[src/rtl/ks_final_sum.sv]
// ks_final_sum -- tail of the Kogge-Stone mantissa adder in the MAC pipeline.
//
// Takes the span-8 prefix results from the upstream stage and finishes the
// carry resolution in two registered stages:
//   stage A: prefix step at distance 8
//   stage B: prefix step at distance 16, then the sum XOR, carry-out and zero flag
// A two-deep valid/ready pipeline lets the normaliser stall the adder tail
// without losing data. Throughput is one bundle per cycle and latency is two cycles.
//
// Ports
//   clock, resetn         rising-edge clock, asynchronous active-low reset
//   in_valid / in_ready   upstream handshake
//   in_G3, in_P3          group generate/propagate over bits i..max(i-7,0)
//   in_P0                 bitwise propagate a^b
//   in_GG                 resolved carry i:0 (only bits [7:0] are used)
//   in_sign               result sign, carried alongside the data
//   out_valid / out_ready downstream handshake
//   out_sum, out_cout     a+b mod 2^WIDTH and the carry out of the top bit
//   out_zero, out_sign    out_sum==0 flag and delayed sign
//   err_drop              sticky: a bundle was offered while in_ready was low
//
// WIDTH must lie in 17..32, because two steps only cover a carry span of 32.
module ks_final_sum #(
  parameter int WIDTH = 25
) (
  input  logic             clock,
  input  logic             resetn,
  input  logic             in_valid,
  output logic             in_ready,
  input  logic [WIDTH-1:0] in_G3,
  input  logic [WIDTH-1:0] in_P3,
  input  logic [WIDTH-1:0] in_P0,
  input  logic [WIDTH-1:0] in_GG,
  input  logic             in_sign,
  output logic             out_valid,
  input  logic             out_ready,
  output logic [WIDTH-1:0] out_sum,
  output logic             out_cout,
  output logic             out_zero,
  output logic             out_sign,
  output logic             err_drop
);

  logic [15:0]       gg4_p0;
  logic [WIDTH-1:16] g4_p0;
  logic [WIDTH-1:16] p4_p0;

  logic [15:0]       gg4_p1;
  logic [WIDTH-1:16] g4_p1;
  logic [WIDTH-1:16] p4_p1;
  logic [WIDTH-1:0]  p0_p1;
  logic              sign_p1;
  logic              vld_p1;

  logic [WIDTH-1:0]  gg_p1;
  logic [WIDTH-1:0]  sum_p1;
  logic              vld_p2;

  logic              rdy_p1;
  logic              rdy_p2;

  // Bits below 8 of G3/P3 are already fully resolved in in_GG, and only the
  // low byte of in_GG carries a resolved carry.
  logic unused_upper;
  assign unused_upper = ^{in_GG[WIDTH-1:8], in_G3[7:0], in_P3[7:0]};

  // ---- stage p0 -> p1: prefix step at distance 8 ----
  for (genvar i = 0; i < 16; i++) begin : g_step4_lo
    if (i < 8) begin : g_pass
      assign gg4_p0[i] = in_GG[i];
    end else begin : g_resolve
      assign gg4_p0[i] = in_G3[i] | (in_P3[i] & in_GG[i-8]);
    end
  end

  for (genvar i = 16; i < WIDTH; i++) begin : g_step4_hi
    assign g4_p0[i] = in_G3[i] | (in_P3[i] & in_G3[i-8]);
    assign p4_p0[i] = in_P3[i] & in_P3[i-8];
  end

  always_ff @(posedge clock) begin
    if (rdy_p1) begin
      gg4_p1  <= gg4_p0;
      g4_p1   <= g4_p0;
      p4_p1   <= p4_p0;
      p0_p1   <= in_P0;
      sign_p1 <= in_sign;
    end
  end

  // ---- stage p1 -> p2: prefix step at distance 16, sum and flags ----
  assign gg_p1[15:0] = gg4_p1;

  for (genvar i = 16; i < WIDTH; i++) begin : g_step5
    assign gg_p1[i] = g4_p1[i] | (p4_p1[i] & gg4_p1[i-16]);
  end

  // Carry-in is zero, so bit 0 of the sum is the plain propagate bit.
  assign sum_p1 = p0_p1 ^ {gg_p1[WIDTH-2:0], 1'b0};

  // Output registers are reset so the port values read 0 while the pipe is empty.
  always_ff @(posedge clock or negedge resetn) begin
    if (!resetn) begin
      out_sum  <= '0;
      out_cout <= 1'b0;
      out_zero <= 1'b0;
      out_sign <= 1'b0;
    end else if (rdy_p2) begin
      out_sum  <= sum_p1;
      out_cout <= gg_p1[WIDTH-1];
      out_zero <= ~|sum_p1;
      out_sign <= sign_p1;
    end
  end

  // ---- flow control ----
  // A stage may load when it is empty or when its occupant leaves this cycle.
  assign rdy_p2    = !vld_p2 | out_ready;
  assign rdy_p1    = !vld_p1 | rdy_p2;
  assign in_ready  = rdy_p1;
  assign out_valid = vld_p2;

  always_ff @(posedge clock or negedge resetn) begin
    if (!resetn) begin
      vld_p1   <= 1'b0;
      vld_p2   <= 1'b0;
      err_drop <= 1'b0;
    end else begin
      if (rdy_p1) begin
        vld_p1 <= in_valid;
      end
      if (rdy_p2) begin
        vld_p2 <= vld_p1;
      end
      if (in_valid && !rdy_p1) begin
        err_drop <= 1'b1;
      end
    end
  end

endmodule

[config.mk]
export PLATFORM = sky130hd
export DESIGN_NAME = ks_final_sum
export DESIGN_NICKNAME = d
export VERILOG_FILES = /design/src/rtl/ks_final_sum.sv
export SDC_FILE = /design/constraint.sdc
export NUM_CORES = 1
export LEC_CHECK = 0
export BUFFER_PORTS_ARGS = -buffer_cell sky130_fd_sc_hd__buf_2
export CORE_UTILIZATION = 50
export CTS_BUF_LIST = sky130_fd_sc_hd__clkbuf_4 sky130_fd_sc_hd__clkbuf_8
export DETAILED_ROUTE_END_ITERATION = 7
export PLACE_DENSITY_LB_ADDON = 0.15
export SKIP_CTS_REPAIR_TIMING = 1
export SLEW_MARGIN = 20
export SYNTH_ARGS = -nofsm -noshare
export SYNTH_HDL_FRONTEND = slang
export SYNTH_SLANG_ARGS = --single-unit
[constraint.sdc]
create_clock -name clock -period 6.9 [get_ports clock]
set_input_delay 0.345 -clock clock [delete_from_list [all_inputs] [get_ports clock]]
set_output_delay 0.345 -clock clock [all_outputs]
set_load 0.02 [all_outputs]
== After elaboration in Yosys (flattened, before gate mapping) ==
Cells that the tools add are included.
Cells by class
  reductions and logical operators: 6
  add/sub/neg operators: 0
  equality and inequality tests: 0
  muxes and demuxes: 0
  bitwise logic cells: 64
  divide/modulo/power cells: 0
  magnitude comparators: 0
  multipliers: 0
  shifts and indexed selects: 0
Operators by type and width (count)
  $and A1 B1 Y1: 35
  $or A1 B1 Y1: 28
  $reduce_or A25 Y1: 1
  $xor A25 B25 Y25: 1
  $logic_not A1 Y1: 4
  $logic_and A1 B1 Y1: 1
Storage, ports and cells
  bits in latches: 0
  register bits: 91
  bits in read-only memories: 0
  RAM bits: 0
  output and inout port bits: 31
  bits of input ports: 105
  memories: 0
  word-level logic and storage cells: 82

== Longest topological paths before layout ==
  depth in word-level cells: 5
  mapped depth: 5
  gate-level depth less buffers: 5

== Least setup slack after synthesis ==
OpenSTA, ideal clock, no wires.
  kind: register to register
  start: register vld_p2 (netlist: out_valid)
  end: register g4_p1[16] (netlist name) (enable)
  setup slack: 4302 ps
  clock period less this slack: 2598 ps
  data required time: 6474 ps
  library setup time: 426 ps
  buffers on the path: 1
  arrival time: 2171 ps
  stages on the path, launching flop included: 4
  path through: dfrtp_1 nor2b_1 buf_2 nand2_1
Between the ends
  word-level cells in the longest chain between the ends: 3
RTL lines
  start, declared: RTL line 57  | logic vld_p2;
  start signal, assigned: RTL line 133  | vld_p2 <= vld_p1;
  $logic_not A1 Y1: RTL line 118  | assign rdy_p2 = !vld_p2 | out_ready;
  $or A1 B1 Y1: RTL line 118
  $or A1 B1 Y1: RTL line 119  | assign rdy_p1 = !vld_p1 | rdy_p2;
  net in_ready: RTL line 29  | output logic in_ready,
  end signal, assigned: RTL line 84  | g4_p1 <= g4_p0;
  end, declared: RTL line 49  | logic [WIDTH-1:16] g4_p1;
The timed path passes the listed nets, and every way through them passes these cells.
A chain may end at the register's enable or synchronous reset.

== Worst setup path in the final report ==
  start: register vld_p2 (netlist: out_valid)
  end: output in_ready
Between the ends
  word-level cells in the longest chain between the ends: 3
RTL lines (RTL line)
  $logic_not A1 Y1: 118
  $or A1 B1 Y1: 118
  $or A1 B1 Y1: 119
  end, declared: 29
No other way between the ends.

==> flow_metrics.py <==
metrics = {
    "clock_tree": {
        "h-tree-depth": 3,
        "cts_buffer_depth": 2,
        "cts.clk_slew.worst_paths_ns": 0.08,
        "cts_tree": "done",
        "cts-buffers-inserted": 9,
        "clock_latency_ns": 0.34,
        "clock_sinks": 91,
        "cts_root_buf": "clkbuf_8",
    },
    "finish": {
        "area_growth_pct": 24.16,
        "drive_gt1_share_pct": 35.92,
        "diodes": 0,
        "layout_common_cells": "102 x buf_2, 60 x edfxtp_1, 31 x dfrtp_1",
        "num-nets-final": 448,
        "layout_commonest_cell": "buf_2",
    },
    "detailed_routing": {
        "wire_per_inst_um": 14.21,
        "drt-initial-drc-count": 91,
        "firstDrtPassIters": 6,
        "ant_nets": 0,
        "wirelength_um": 6039,
        "avgViaCountPerCell": 4.915,
        "drc": 6,
        "vias": 2089,
    },
    "timing": {
        "worst_slew_pin_slew_ns": 0.7616,
        "min_period_ns": 2.518,
        "max_freq_mhz": 397.1,
        "setup_viol": 0,
        "finalCritPeriodShare_pct": 36.49,
        "fin_setup_tns_ns": 0,
        "clock_skew_ns": 0.007806,
        "finalHoldViolations": 0,
        "drv_slew": 0,
        "slew_headroom_pct": 49.05,
        "rsz0062_at_grt": "false",
        "hold-worst-slack_ns": 0.03576,
    },
    "yosys": {
        "syn_area_um2": 3413,
        "ys_types": 23,
        "syn-instance-count": 233,
        "avgSynthCellArea_um2": 14.65,
        "synth_nets": 338,
        "synth.top_cells.by_area": "edfxtp_1 53%, dfrtp_1 23%, xnor2_1 5.1%",
        "yosysSeqAreaShare_pct": 75.51,
        "synth-seq-cells": 91,
        "yosysTopAreaCellShare_pct": 52.79,
        "ys_warn_count": 0,
        "yosys.area.top_type": "edfxtp_1",
    },
    "critical_path": {
        "path_class": "register to output port",
        "critPathLaunch": "out_valid$_DFFE_PN0P_",
        "critPathLaunchType": "register",
        "crit_chain": "nor2b_1 -> nand2_2 -> buf_4 -> buf_2",
        "path_buf_inv": 2,
        "cp_data_required_time_ns": 6.55,
        "reg2reg_depth": 3,
        "timing.rr.end": "gg4_p1[9]$_DFFE_PP_",
        "slowest_stage": "nand2_2",
        "rrSetupSlack_ns": 4.97,
        "critPathMaxStageDelay_ns": 0.56,
        "r2r_start": "out_valid$_DFFE_PN0P_",
        "path_delay_family": "buffers and inverters",
        "crit_fanout": 32,
        "cp-end-kind": "output port",
        "worst_ep_arrival_time_ns": 2.17,
    },
    "power": {
        "p_per_area_nw_per_um2": 293.9,
        "power_leakage_nw": 1.842,
        "irDropWorstVdd_mv": 0.1855,
    },
    "global_route": {
        "grt_usage_pct": 18.57,
        "antenna_found_initial": 0,
        "grt_max_degree": 33,
        "grt_first_pass_wirelength_um": 9701,
        "overflow": 0,
        "grt_pass1_vias": 2050,
    },
    "floorplanning": {
        "io_pins": 136,
        "die_w_um": 84.62,
        "die_y_um": 84.62,
        "core_um2": 6459,
        "rows": 29,
        "start_util_pct": 52.85,
        "dieArea_um2": 7161,
    },
    "placement": {
        "place_congestion": 0.7086,
        "port_buffers": 102,
        "dp_hpwl_um": 4491,
    },
    "run_status": {
        "violations": "DRC",
        "outcome": "finished, violations left",
    },
    "min_path": {
        "hold_class": "input pin to async pin",
    },
    "flow_run": {
        "cap_viol_max_count": 0,
    },
}
-- report_power, final --
part           switching (mW)  internal (mW)  leakage (nW)
clock network           0.163          0.225         0.116
registers              0.0287          0.648         0.966
logic                   0.111         0.0698         0.759
total                   0.302          0.943          1.84
-- layer usage --
metal / up-vias / share of wire (%) / GRT usage, %
met5: - / 0 / 0
met4: 0 / 1.5 / 7.858
met3: 8 / 6.8 / 4.818
met2: 67 / 49 / 30.01
met1: 964 / 43 / 24.08
li1: 1050 / - / -
-- worst max-delay path by stage --
stage / to / depth (start not counted)
floorplan: g4_p1[16]$_DFFE_PP_ / 3
global placement: in_ready / 4
detailed placement: in_ready / 4
CTS: in_ready / 4
global route: in_ready / 4
finish: in_ready / 4
-- registers in the layout, indices dropped and copies added (netlist names) --
signal and cells:
p4_p1 9, g4_p1 9, gg4_p1 16, out_zero 1, out_cout 1, sign_p1 1, out_valid 1, out_sign 1
vld_p1 1, p0_p1 25, err_drop 1, out_sum 25
-- cell usage after synthesis --
master    instances
nand4_1           5
xnor2_1          20
buf_2             5
xor2_2            1
o21ai_1           2
nor2_1           16
clkbuf_1          1
nor4_1            1
and3_1            1
o21a_1            1
dfrtp_1          31
a21oi_1          22
xor2_1            3
a31o_1            1
nor3_1            1
a21oi_2           2
nor2b_1           1
and2_1            9
nand2b_1          3
nand2_1          26
o21ai_0           4
a21o_1           17
edfxtp_1         60
-- worst register-to-register path, cell delays in order (launching register included) --
cell	delay, ns
dfrtp_1	0.39
nor2b_1	0.15
nand2_2	0.57
buf_4	0.48
-- layout make-up --
type / instances / area [um2]
clock inverter: 2 / 60.06
clock buffer: 14 / 161.4
tap: 77 / 96.34
multi-input combinational: 136 / 809.5
fill: 507 / 2221
sequential: 91 / 2577
timing repair buffer: 105 / 533.0
-- stage by stage --
step / instance area (um2) / power (mW) / setup slack [ns] / instances / util [%]
after global placement: 4016 / 0.8672 / 4.735 / 409 / 62.19
after detailed placement: 4016 / 0.8734 / 4.707 / 409 / 62.19
after global routing: 4238 / 1.303 / 4.218 / 425 / 65.61
final: 4238 / 1.245 / 4.382 / 425 / 65.61
after floorplan: 3413 / 0.7924 / 4.302 / 233 / -
after CTS: 4238 / 1.260 / 4.330 / 425 / 65.61
-- logic make-up after synthesis --
family / share of synthesized area [%]
DFF: 75.51
buffers and inverters: 0.8429
AOI/OAI and AO/OA: 8.835
and+or+nand+nor: 8.431
xor gates and xnor gates: 6.379
Note: power is estimated with default switching activity, not from simulation.
